## src/rtl/prv32_pkg.sv

```systemverilog
`default_nettype none
// ============================================================================
// Module      : prv32_pkg
// Description : Shared constants and types for the RV32I pipeline: datapath
//               width, ALU function codes and forward-select encoding.
// Revision    : 1.0 - initial release
// ============================================================================
package prv32_pkg;

  localparam int XLEN = 32;

  // ALU function codes consumed by prv32_ALU
  localparam logic [3:0] ALUFN_ADD  = 4'b0000;
  localparam logic [3:0] ALUFN_SUB  = 4'b0001;
  localparam logic [3:0] ALUFN_SLL  = 4'b0010;
  localparam logic [3:0] ALUFN_SLT  = 4'b0011;
  localparam logic [3:0] ALUFN_SLTU = 4'b0100;
  localparam logic [3:0] ALUFN_XOR  = 4'b0101;
  localparam logic [3:0] ALUFN_SRL  = 4'b0110;
  localparam logic [3:0] ALUFN_SRA  = 4'b0111;
  localparam logic [3:0] ALUFN_OR   = 4'b1000;
  localparam logic [3:0] ALUFN_AND  = 4'b1001;
  localparam logic [3:0] ALUFN_PASS = 4'b1010;

  // Operand source select produced by the forwarding unit
  typedef enum logic [1:0] {
    FWD_RF  = 2'b00,
    FWD_WB  = 2'b01,
    FWD_MEM = 2'b10
  } fwd_sel_e;

endpackage
`default_nettype wire

```

## src/rtl/prv32_fwd_unit.sv

```systemverilog
`default_nettype none
// ============================================================================
// Module      : prv32_fwd_unit
// Description : Combinational forward-source selector for one EX operand.
//               EX/MEM has priority over MEM/WB; x0 is never forwarded.
// Revision    : 1.0 - initial release
// ============================================================================
module prv32_fwd_unit
  import prv32_pkg::*;
#(
  parameter int RA_W = 5
) (
  input  logic [RA_W-1:0] src,
  input  logic            exmem_regwrite,
  input  logic [RA_W-1:0] exmem_rd,
  input  logic            memwb_regwrite,
  input  logic [RA_W-1:0] memwb_rd,
  output fwd_sel_e        sel
);

  logic w_hit_mem;
  logic w_hit_wb;

  assign w_hit_mem = exmem_regwrite && (exmem_rd != '0) && (exmem_rd == src);
  assign w_hit_wb  = memwb_regwrite && (memwb_rd != '0) && (memwb_rd == src);

  // Pick the youngest producer that writes this source register
  always_comb begin
    sel = FWD_RF;
    if (w_hit_mem) begin
      sel = FWD_MEM;
    end else if (w_hit_wb) begin
      sel = FWD_WB;
    end
  end

endmodule
`default_nettype wire

```

## src/rtl/prv32_id_ex_stage.sv

```systemverilog
`default_nettype none
// ============================================================================
// Module      : prv32_id_ex_stage
// Description : ID/EX pipeline register with EX-side operand forwarding,
//               ALU operand muxing and load-use stall / bubble insertion.
// Revision    : 1.0 - initial release
// ============================================================================
module prv32_id_ex_stage #(
  parameter int XLEN   = prv32_pkg::XLEN,
  parameter int RA_W   = 5,
  parameter bit FWD_EN = 1'b1
) (
  input  logic            clk,
  input  logic            rst_n,
  input  logic            id_valid,
  input  logic [XLEN-1:0] id_pc,
  input  logic [XLEN-1:0] id_rs1_data,
  input  logic [XLEN-1:0] id_rs2_data,
  input  logic [XLEN-1:0] id_imm,
  input  logic [RA_W-1:0] id_rs1,
  input  logic [RA_W-1:0] id_rs2,
  input  logic [RA_W-1:0] id_rd,
  input  logic [3:0]      id_alufn,
  input  logic            id_asel,
  input  logic            id_bsel,
  input  logic            id_regwrite,
  input  logic            id_memread,
  input  logic            id_memwrite,
  input  logic            id_memtoreg,
  input  logic            hold,
  input  logic            flush,
  input  logic            exmem_regwrite,
  input  logic [RA_W-1:0] exmem_rd,
  input  logic [XLEN-1:0] exmem_result,
  input  logic            memwb_regwrite,
  input  logic [RA_W-1:0] memwb_rd,
  input  logic [XLEN-1:0] memwb_result,
  output logic            lu_stall,
  output logic            ex_valid,
  output logic [XLEN-1:0] ex_a,
  output logic [XLEN-1:0] ex_b,
  output logic [4:0]      ex_shamt,
  output logic [3:0]      ex_alufn,
  output logic [XLEN-1:0] ex_store_data,
  output logic [XLEN-1:0] ex_pc,
  output logic [RA_W-1:0] ex_rd,
  output logic            ex_regwrite,
  output logic            ex_memread,
  output logic            ex_memwrite,
  output logic            ex_memtoreg
);

  import prv32_pkg::*;

  // EX-stage registers
  logic            r_valid;
  logic [XLEN-1:0] r_pc;
  logic [XLEN-1:0] r_rs1_data;
  logic [XLEN-1:0] r_rs2_data;
  logic [XLEN-1:0] r_imm;
  logic [RA_W-1:0] r_rs1;
  logic [RA_W-1:0] r_rs2;
  logic [RA_W-1:0] r_rd;
  logic [3:0]      r_alufn;
  logic            r_asel;
  logic            r_bsel;
  logic            r_regwrite;
  logic            r_memread;
  logic            r_memwrite;
  logic            r_memtoreg;

  logic            w_lu_stall;
  logic            w_bubble;
  fwd_sel_e        w_sel_rs1;
  fwd_sel_e        w_sel_rs2;
  logic [XLEN-1:0] w_fwd_rs1;
  logic [XLEN-1:0] w_fwd_rs2;
  logic [XLEN-1:0] w_a;
  logic [XLEN-1:0] w_b;

  // A load in EX whose destination is read by the instruction in ID cannot be
  // forwarded in time; once the bubble is loaded EX is invalid, so the stall
  // naturally lasts one cycle (longer only while hold freezes the load in EX).
  assign w_lu_stall = r_valid && r_memread && (r_rd != '0) && id_valid &&
                      ((r_rd == id_rs1) || (r_rd == id_rs2));
  assign lu_stall   = w_lu_stall;
  assign w_bubble   = flush || w_lu_stall;

  // EX register update: hold > flush > load-use bubble > capture from ID
  always_ff @(posedge clk or negedge rst_n) begin
    if (!rst_n) begin
      r_valid    <= 1'b0;
      r_pc       <= '0;
      r_rs1_data <= '0;
      r_rs2_data <= '0;
      r_imm      <= '0;
      r_rs1      <= '0;
      r_rs2      <= '0;
      r_rd       <= '0;
      r_alufn    <= '0;
      r_asel     <= 1'b0;
      r_bsel     <= 1'b0;
      r_regwrite <= 1'b0;
      r_memread  <= 1'b0;
      r_memwrite <= 1'b0;
      r_memtoreg <= 1'b0;
    end else if (!hold) begin
      if (w_bubble) begin
        r_valid    <= 1'b0;
        r_pc       <= '0;
        r_rs1_data <= '0;
        r_rs2_data <= '0;
        r_imm      <= '0;
        r_rs1      <= '0;
        r_rs2      <= '0;
        r_rd       <= '0;
        r_alufn    <= '0;
        r_asel     <= 1'b0;
        r_bsel     <= 1'b0;
        r_regwrite <= 1'b0;
        r_memread  <= 1'b0;
        r_memwrite <= 1'b0;
        r_memtoreg <= 1'b0;
      end else begin
        r_valid    <= id_valid;
        r_pc       <= id_pc;
        r_rs1_data <= id_rs1_data;
        r_rs2_data <= id_rs2_data;
        r_imm      <= id_imm;
        r_rs1      <= id_rs1;
        r_rs2      <= id_rs2;
        r_rd       <= id_rd;
        r_alufn    <= id_alufn;
        r_asel     <= id_asel;
        r_bsel     <= id_bsel;
        r_regwrite <= id_regwrite;
        r_memread  <= id_memread;
        r_memwrite <= id_memwrite;
        r_memtoreg <= id_memtoreg;
      end
    end
  end

  generate
    if (FWD_EN) begin : g_fwd_on
      prv32_fwd_unit #(.RA_W(RA_W)) u_fwd_rs1 (
        .src            (r_rs1),
        .exmem_regwrite (exmem_regwrite),
        .exmem_rd       (exmem_rd),
        .memwb_regwrite (memwb_regwrite),
        .memwb_rd       (memwb_rd),
        .sel            (w_sel_rs1)
      );

      prv32_fwd_unit #(.RA_W(RA_W)) u_fwd_rs2 (
        .src            (r_rs2),
        .exmem_regwrite (exmem_regwrite),
        .exmem_rd       (exmem_rd),
        .memwb_regwrite (memwb_regwrite),
        .memwb_rd       (memwb_rd),
        .sel            (w_sel_rs2)
      );
    end else begin : g_fwd_off
      // Debug build: operands always come from the register file read
      assign w_sel_rs1 = FWD_RF;
      assign w_sel_rs2 = FWD_RF;
    end
  endgenerate

  // Resolve each source operand from its selected producer
  always_comb begin
    w_fwd_rs1 = r_rs1_data;
    w_fwd_rs2 = r_rs2_data;
    case (w_sel_rs1)
      FWD_MEM: w_fwd_rs1 = exmem_result;
      FWD_WB:  w_fwd_rs1 = memwb_result;
      default: w_fwd_rs1 = r_rs1_data;
    endcase
    case (w_sel_rs2)
      FWD_MEM: w_fwd_rs2 = exmem_result;
      FWD_WB:  w_fwd_rs2 = memwb_result;
      default: w_fwd_rs2 = r_rs2_data;
    endcase
  end

  // ALU operand muxing: A is rs1 or PC, B is rs2 or immediate
  always_comb begin
    w_a = r_asel ? r_pc  : w_fwd_rs1;
    w_b = r_bsel ? r_imm : w_fwd_rs2;
  end

  assign ex_a          = w_a;
  assign ex_b          = w_b;
  assign ex_shamt      = w_b[4:0];
  assign ex_store_data = w_fwd_rs2;
  assign ex_valid      = r_valid;
  assign ex_alufn      = r_alufn;
  assign ex_pc         = r_pc;
  assign ex_rd         = r_rd;
  assign ex_regwrite   = r_regwrite;
  assign ex_memread    = r_memread;
  assign ex_memwrite   = r_memwrite;
  assign ex_memtoreg   = r_memtoreg;

endmodule
`default_nettype wire

```

## config.mk

```make
export PLATFORM = sky130hd
export DESIGN_NAME = prv32_id_ex_stage
export DESIGN_NICKNAME = d
export VERILOG_FILES = /design/src/rtl/prv32_pkg.sv /design/src/rtl/prv32_fwd_unit.sv /design/src/rtl/prv32_id_ex_stage.sv
export SDC_FILE = /design/constraint.sdc
export NUM_CORES = 1
export LEC_CHECK = 0
export CAP_MARGIN = 40
export CORE_AREA = 2 2 150 152
export CTS_CLUSTER_SIZE = 28
export DETAILED_ROUTE_END_ITERATION = 8
export DIE_AREA = 0 0 152 154
export PLACE_DENSITY_LB_ADDON = 0.1
export SYNTH_ARGS = -nofsm -noshare
export SYNTH_HDL_FRONTEND = slang
export SYNTH_SLANG_ARGS = --single-unit
export TNS_END_PERCENT = 20
```

## constraint.sdc

```tcl
create_clock -name clk -period 7.1 [get_ports clk]
set_input_delay 1.42 -clock clk [delete_from_list [all_inputs] [get_ports clk]]
set_output_delay 1.42 -clock clk [all_outputs]
set_load 0.005 [all_outputs]
```

Yosys cells after proc, flatten, opt, wreduce, memory -nomap -nowiden
Index checks and enable logic that the tools add are counted.

Equality and inequality tests: 10. Muxes and demuxes: 23. Reductions and logical operators: 15.

Operators by type and width (count): 32-bit 2-to-1 mux (6); 32-bit case mux with 2 select lines (2); 5-bit equality test (6); 5-bit 2-to-1 mux (3); 5-bit nonzero test (3); 1-bit logical AND (10); 1-bit 2-to-1 mux (9); 2-bit by 1-bit equality test with 1-bit output (second input constant) (2); 2-bit equality test (second input constant) (2); 2-bit 2-to-1 mux (2); 4-bit 2-to-1 mux (1); 1-bit logical OR (2).

Flip-flop bits (word level): 154. Logic and storage cells: 63.

Longest topological paths before layout
Gate-level depths: netlist of run 1.

Word-level depth: 8. Mapped depth: 8.

Cells and area by module
Synthesis of run 1 repeated with hierarchy kept, for this count alone.

Cell total of the unflattened synthesis: 1275. Area total of the unflattened synthesis: 11098.1 um^2.

By module, submodules not included: prv32_id_ex_stage (instances 1, cells an instance 1233, area each 10780.3 um^2, seq. area each 3853.7 um^2); prv32_fwd_unit (instances 2, cells an instance 21, area each 158.9 um^2, seq. area each 0.0 um^2).

Worst setup path after synthesis of run 1
No wires, ideal clock.

Path kind: input to output. From: input memwb_rd[0]. To: output ex_shamt[1]. Arrival time: 3.021 ns. Slack: 2.659 ns. Cell stages on the path: 8. Path through: or4_4 o21ai_1 or3_1 buf_6 buf_12 a221oi_2 o31ai_1 buf_4.

Longest elaborated chain between the ends: 8.

Ends and longest elaborated chain: from (decl) (line prv32_id_ex_stage.sv:36) `input logic [RA_W-1:0] memwb_rd,`; 5-bit nonzero test (line prv32_fwd_unit.sv:25) `assign w_hit_wb = memwb_regwrite && (memwb_rd != '0) && (memwb_rd == src);`; 1-bit logical AND (line prv32_fwd_unit.sv:25); 1-bit logical AND (*) (line prv32_fwd_unit.sv:25); 1-bit 2-to-1 mux (*) (line prv32_fwd_unit.sv:32) `end else if (w_hit_wb) begin`; 2-bit 2-to-1 mux (*) (line prv32_fwd_unit.sv:30) `if (w_hit_mem) begin`; 2-bit by 1-bit equality test with 1-bit output / 2-bit equality test (equally long branches) (line prv32_id_ex_stage.sv:179) `case (w_sel_rs2)`; 32-bit case mux with 2 select lines (*) (line prv32_id_ex_stage.sv:179); 32-bit 2-to-1 mux (*) (line prv32_id_ex_stage.sv:189) `w_b = r_bsel ? r_imm : w_fwd_rs2;`; to (decl) (line prv32_id_ex_stage.sv:42) `output logic [4:0] ex_shamt,`.

Every way passes the cells marked *; elsewhere a longest branch is shown, timed or not.

Worst setup path in the final report of run 1
From: input memwb_rd[0]. To: output ex_a[16].

Longest elaborated chain between the ends: 8.

Ends and longest elaborated chain: 5-bit nonzero test (line prv32_fwd_unit.sv:25); 1-bit logical AND (line prv32_fwd_unit.sv:25); 1-bit logical AND (*) (line prv32_fwd_unit.sv:25); 1-bit 2-to-1 mux (*) (line prv32_fwd_unit.sv:32); 2-bit 2-to-1 mux (*) (line prv32_fwd_unit.sv:30); 2-bit by 1-bit equality test with 1-bit output / 2-bit equality test (equally long branches) (line prv32_id_ex_stage.sv:174) `case (w_sel_rs1)`; 32-bit case mux with 2 select lines (*) (line prv32_id_ex_stage.sv:174); 32-bit 2-to-1 mux (*) (line prv32_id_ex_stage.sv:188) `w_a = r_asel ? r_pc : w_fwd_rs1;`; to (decl) (line prv32_id_ex_stage.sv:40) `output logic [XLEN-1:0] ex_a,`.

Marked as above.

==> run_results.csv, run 1 <==
group,metric,value,unit
status,status,"finished clean",
finish,postLayoutCellArea,14100,sq um
yosys,syn_area_per_cell,10.3,sq um
clock_tree,postCtsHoldBufs,0,
floorplanning,row_count,54,
finish,mostFrequentLayoutCell,"clkdlybuf4s50_1",
min_path,hold-path-endpoint,"r_imm[30]",
clock_tree,clk_latency,0.43,ns
floorplanning,die_y,154,microns
clock_tree,cts_tree,"built",
timing,period_needed,6.03,ns
routing,firstDrtPassIters,5,
yosys,async_reset_ff_share,100,%
worst_setup_path,r2r_start,"ex_rd[0]",
grt,track_usage,28.5,%
finish,mostFrequentLayoutCells,"clkdlybuf4s50_1, nor2b_1, a22o_1",
grt,grt_remaining_overflow,0,
yosys,synthCells,944,
worst_setup_path,worstSetupStartpoint,"memwb_rd[0]",
worst_setup_path,crit_arrival,4.61,ns
finish,syn_to_final_growth,45.0,%
routing,drtIter0Drc,516,
timing,tightest_slew,1.11,ns
routing,drtAntennaViolNets,0,
yosys,synth_top_family_by_area,"compound AO/OA/AOI/OAI gates",
power_and_ir_drop,ir_worst_vdd,0.134,mV
yosys,ys_warn_count,0,
yosys,synth_compound_area_share,29.9,%
timing,skew,0.0113,ns
clock_tree,htree_levels,4,
clock_tree,clk_path_buf_depth,2,
timing,finalHoldViolations,0,
timing,max_freq,166,MHz
routing,drc,0,
clock_tree,cts_resized,0,
yosys,synth_top_flop_cell,"dfrtp_1",
place,io_buffers,381,
yosys,synth_edf_count,0,
worst_setup_path,crit_type,"input pin to output port",
grt,grt_pass1_vias,8912,
timing,post-route-period-util,84.9,%
worst_setup_path,r2r_end,"r_rs1_data[17]",
min_path,hold_class,"flip-flop to flip-flop",
floorplanning,dieArea,23400,sq um
timing,grt_setup_unrepaired,"false",
floorplanning,io_pins,382,
min_path,min_from,"r_imm[30]",
clock_tree,cts_buffers,17,
min_path,hold_depth,1,
floorplanning,fp.dieW,152,microns
power_and_ir_drop,pwr_density_cell,194,nW/um^2
clock_tree,post-cts-setup-buffer-count,0,
worst_setup_path,reg2reg_setup_slack,5.03,ns
yosys,synth_area,9700,sq um
timing,setup_violations,0,
yosys,synth.net_count,1178,
yosys,synth-seq-area-share,39.7,%
worst_setup_path,worst_r2r_path_depth,6,
finish,fin_nets,1498,
yosys,synth_adder_area_share,0,%
timing,setup_tns,0,ns
worst_setup_path,crit_fanout,17,
yosys,ys_ff_latch,154,
routing,viasPerCell,5.66,
clock_tree,cts-root-buf,"clkbuf_16",
yosys,synth_xor_area_share,2.71,%
worst_setup_path,setup.worst_path.start_class,"input pin",
place,dpl_cell_area,13400,sq um
run,cap_violations,0,
routing,wl_per_cell,21.9,microns
finish,post-route-util,64.8,%
clock_tree,clkSlewWorstSetupHoldPaths,0.06,ns
finish,drive_above_1_share,13.4,%
worst_setup_path,required,5.68,ns
timing,maxSlewHeadroom,26.2,%
place,place.gp.congestion,0.879,
grt,grt_antenna_before_repair,7,
grt,grt_first_pass_wirelength,52.1,mm
power_and_ir_drop,total_power,2.73,mW
yosys,synthMuxAreaShare,0,%
grt,grt_start_max_net_pins,188,
timing,slew_violations,0,
power_and_ir_drop,p_leak,5.69,nW
yosys,synth_simple_gate_area_share,20.5,%
floorplanning,core-area,21700,sq um
clock_tree,clock-sinks,154,
place,place.detailed.hpwl,24.6,mm
yosys,synth_cell_type_count,35,
worst_setup_path,end_kind,"output port",
finish,fin_cells,1560,
routing,wl,34.1,mm
floorplanning,start_util,44.7,%
place,dp.cells,1525,
routing,num_vias,8826,
-- flip-flops by register name (all words and copies together) (netlist names), 4 cells and up --
name        cells
ex_alufn        4
r_rs2           5
ex_pc          32
r_rs1           5
r_rs1_data     32
r_imm          32
ex_rd           5
r_rs2_data     32
-- critical path, stage by stage --
cell and delay [ns]:
clkdlybuf4s50_1 0.48, or4_4 0.57, o21ai_1 0.15, or4b_2 0.51
buf_4 0.44, a221oi_2 0.10, o31ai_1 0.36, clkdlybuf4s50_1 0.57
-- report_power, final --
group | switching, mW | internal, mW | total [mW] | leakage (nW)
logic | 0.274 | 0.431 | 0.706 | 3.37
clock network | 0.377 | 0.634 | 1.01 | 0.311
registers | 0.0687 | 0.946 | 1.01 | 2.00
total | 0.720 | 2.01 | 2.73 | 5.69
-- final cells by class --
type	instances	area, sq um
antenna	3	7.51
clock buffer	21	450
clock inverter	11	194
fill	1820	7630
multi-input combinational	690	5190
sequential	154	3860
tap	280	350
timing repair buffer	401	4020
-- stage by stage --
step	hold slack, ns	setup slack (ns)
final	0.507	1.07
after global routing	0.518	0.938
after CTS	0.509	1.08
after detailed placement	0.491	1.08
after global placement	0.489	1.11
after floorplan	0.473	2.66
-- worst max-delay path by stage --
stage	endpoint	slack, ns
global placement	ex_a[16]	1.11
CTS	ex_a[13]	1.08
finish	ex_a[16]	1.07
detailed placement	ex_a[13]	1.08
floorplan	ex_shamt[1]	2.66
global route	ex_b[15]	0.94
-- synthesized netlist by cell type (all sizes together), types with 2 or more instances --
master | n | share of area, %
a21oi | 2 | 0.14
a221oi | 64 | 9.7
a22o | 154 | 14
and2 | 33 | 2.9
buf | 35 | 3.3
clkbuf | 63 | 3.7
dfrtp | 154 | 40
dlygate4sd3 | 2 | 0.21
nand2 | 69 | 2.7
nand3 | 4 | 0.21
nand4 | 2 | 0.13
nor2 | 101 | 3.9
nor2b | 154 | 9.9
nor3 | 2 | 0.10
o31ai | 64 | 5.8
or3 | 2 | 0.13
or4 | 2 | 0.23
xnor2 | 27 | 2.4
xor2 | 3 | 0.27
-- metal layers --
metal	vias to the layer above	part of all wire, %	track usage [%]
met2	378	49	48.9
li1	4078	-	-
met3	58	7.3	7.75
met5	-	0.13	0
met4	6	2.5	9.84
met1	4306	41	34.8
-- kinds of logic after synthesis --
family	after synthesis
AOI/OAI and AO/OA	288
xor gates and xnor gates	30
buffers and inverters	100
DFF	154
and+or+nand+nor	372
(Power assumes the default switching activity.)
==> run 2: changes to the inputs <==
- CORE_AREA: 2 2 150 152 -> default
- CORE_MARGIN: default -> 2
- CORE_UTILIZATION: default -> 40
- DIE_AREA: 0 0 152 154 -> default
- clock period: 7.1 -> 5.1 ns (I/O delays scaled with it)
==> run 2 against run 1 <==
Register-to-register slack got worse by 2.1 ns. Setup slack worse by 0.88 ns. Global-route usage decreased by 1.9 points. Combinational power rose by 41%. Worst hold slack got worse by 0.12 ns. Flip-flop and latch count unchanged. Clock skew hardly changed. Power up 38%. Count of clock-buffer cells in the layout decreased by 4. Routed wire length up 0.92%. Cell area up 1.7%. Largest cell class unchanged.
==> run_results.csv, run 2 (synthesis results as in run 1) <==
group,metric,value,unit
floorplanning,core-area,23600,sq um
worst_setup_path,r2r_start,"ex_rd[4]",
grt,grt_pass1_vias,8918,
floorplanning,row_count,56,
timing,skew,0.0112,ns
timing,period_needed,4.91,ns
routing,drtAntennaViolNets,0,
floorplanning,die_y,160,microns
floorplanning,fp.dieW,160,microns
grt,grt_antenna_before_repair,4,
timing,slew_violations,0,
timing,setup_violations,0,
grt,grt_first_pass_wirelength,53.1,mm
grt,grt_start_max_net_pins,163,
timing,tightest_slew,0.961,ns
timing,maxSlewHeadroom,35.9,%
timing,max_freq,204,MHz
timing,finalHoldViolations,0,
routing,drc,0,
timing,post-route-period-util,96.3,%
routing,wl_per_cell,21.3,microns
worst_setup_path,reg2reg_setup_slack,2.89,ns
grt,grt_remaining_overflow,0,
finish,mostFrequentLayoutCells,"clkdlybuf4s50_1, nor2b_1, a22o_1",
routing,firstDrtPassIters,5,
routing,drtIter0Drc,764,
clock_tree,cts_resized,0,
finish,fin_nets,1515,
clock_tree,cts-root-buf,"clkbuf_16",
worst_setup_path,end_kind,"output port",
routing,wl,34.4,mm
place,place.detailed.hpwl,24.5,mm
clock_tree,cts_tree,"built",
floorplanning,dieArea,25500,sq um
clock_tree,clk_latency,0.42,ns
place,place.gp.congestion,0.850,
timing,grt_setup_unrepaired,"false",
worst_setup_path,crit_fanout,16,
floorplanning,io_pins,382,
power_and_ir_drop,p_leak,5.78,nW
timing,setup_tns,0,ns
routing,num_vias,8884,
finish,drive_above_1_share,14.8,%
clock_tree,cts_buffers,17,
clock_tree,htree_levels,4,
worst_setup_path,crit_type,"input pin to output port",
place,io_buffers,381,
power_and_ir_drop,pwr_density_cell,263,nW/um^2
routing,viasPerCell,5.49,
grt,track_usage,26.7,%
worst_setup_path,crit_arrival,3.89,ns
min_path,hold_class,"input pin to async pin",
finish,mostFrequentLayoutCell,"clkdlybuf4s50_1",
worst_setup_path,worst_r2r_path_depth,6,
status,status,"finished clean",
worst_setup_path,r2r_end,"r_bsel",
worst_setup_path,setup.worst_path.start_class,"input pin",
clock_tree,clk_path_buf_depth,2,
worst_setup_path,required,4.08,ns
power_and_ir_drop,ir_worst_vdd,0.143,mV
clock_tree,clock-sinks,154,
run,cap_violations,0,
floorplanning,start_util,41.1,%
finish,syn_to_final_growth,47.4,%
clock_tree,clkSlewWorstSetupHoldPaths,0.07,ns
finish,post-route-util,60.5,%
## run 2: changes by cell type in the layout (fill, tap and decap cells not counted), sizes merged
cell | before | now
clkbuf | 21 | 17
diode | 3 | 4
inv | 0 | 7
buf | 22 | 38
bufinv | 5 | 3
clkinv | 5 | 2
clkinvlp | 1 | 3
nor2 | 101 | 102
## run 2: critical path, stage by stage
cell and delay, ns:
clkdlybuf4s50_1 0.48, or4_4 0.57, o21ai_1 0.15, or4b_2 0.15
buf_4 0.31, a221oi_1 0.15, o31ai_1 0.44, clkdlybuf4s50_1 0.61
## run 2: metal layers
| metal | up-vias | share of wire [%] | track usage, % |
|---|---|---|---|
| met2 | 367 | 48 | 44.0 |
| met4 | 0 | 2.8 | 8.88 |
| li1 | 4137 | - | - |
| met5 | - | 0 | 0 |
| met1 | 4326 | 42 | 34.1 |
| met3 | 54 | 7.8 | 7.01 |
## run 2: how the worst max path moves through the flow
stage / start / to / slack [ns] / depth (start not counted)
after global routing: memwb_rd[0] / ex_a[31] / 0.09 / 8
final: memwb_rd[0] / ex_a[31] / 0.19 / 8
after floorplan: memwb_rd[0] / ex_shamt[3] / 1.46 / 8
after detailed placement: exmem_rd[2] / ex_shamt[4] / 0.08 / 8
after global placement: exmem_rd[2] / ex_b[4] / 0.12 / 8
after CTS: exmem_rd[2] / ex_shamt[4] / 0.09 / 8
## run 2: per-stage QoR
step / std cells / setup WS, ns / power [mW] / instance area, sq um / hold slack [ns]
floorplan: 944 / 1.46 / 1.86 / 9700 / 0.473
global placement: 1572 / 0.124 / 2.41 / 13600 / 0.490
detailed placement: 1574 / 0.0786 / 2.43 / 13600 / 0.491
CTS: 1606 / 0.0859 / 3.78 / 14200 / 0.368
global route: 1616 / 0.0852 / 3.93 / 14300 / 0.367
finish: 1617 / 0.189 / 3.76 / 14300 / 0.383
## run 2: what timing repair did
action	CTS	global route
setup endpoints to repair	0	5
setup buffers	0	6
hold buffers	0	0
## run 2: final cells by class
class	count	area (sq um)
antenna	4	10.0
clock buffer	17	425
clock inverter	15	186
fill	2049	9320
multi-input combinational	691	5190
sequential	154	3860
tap	319	399
timing repair buffer	417	4220
## run 2: power by group
group	leakage, nW	internal [mW]	switching, mW
registers	2.00	1.32	0.0944
logic	3.48	0.611	0.384
clock network	0.293	0.782	0.573
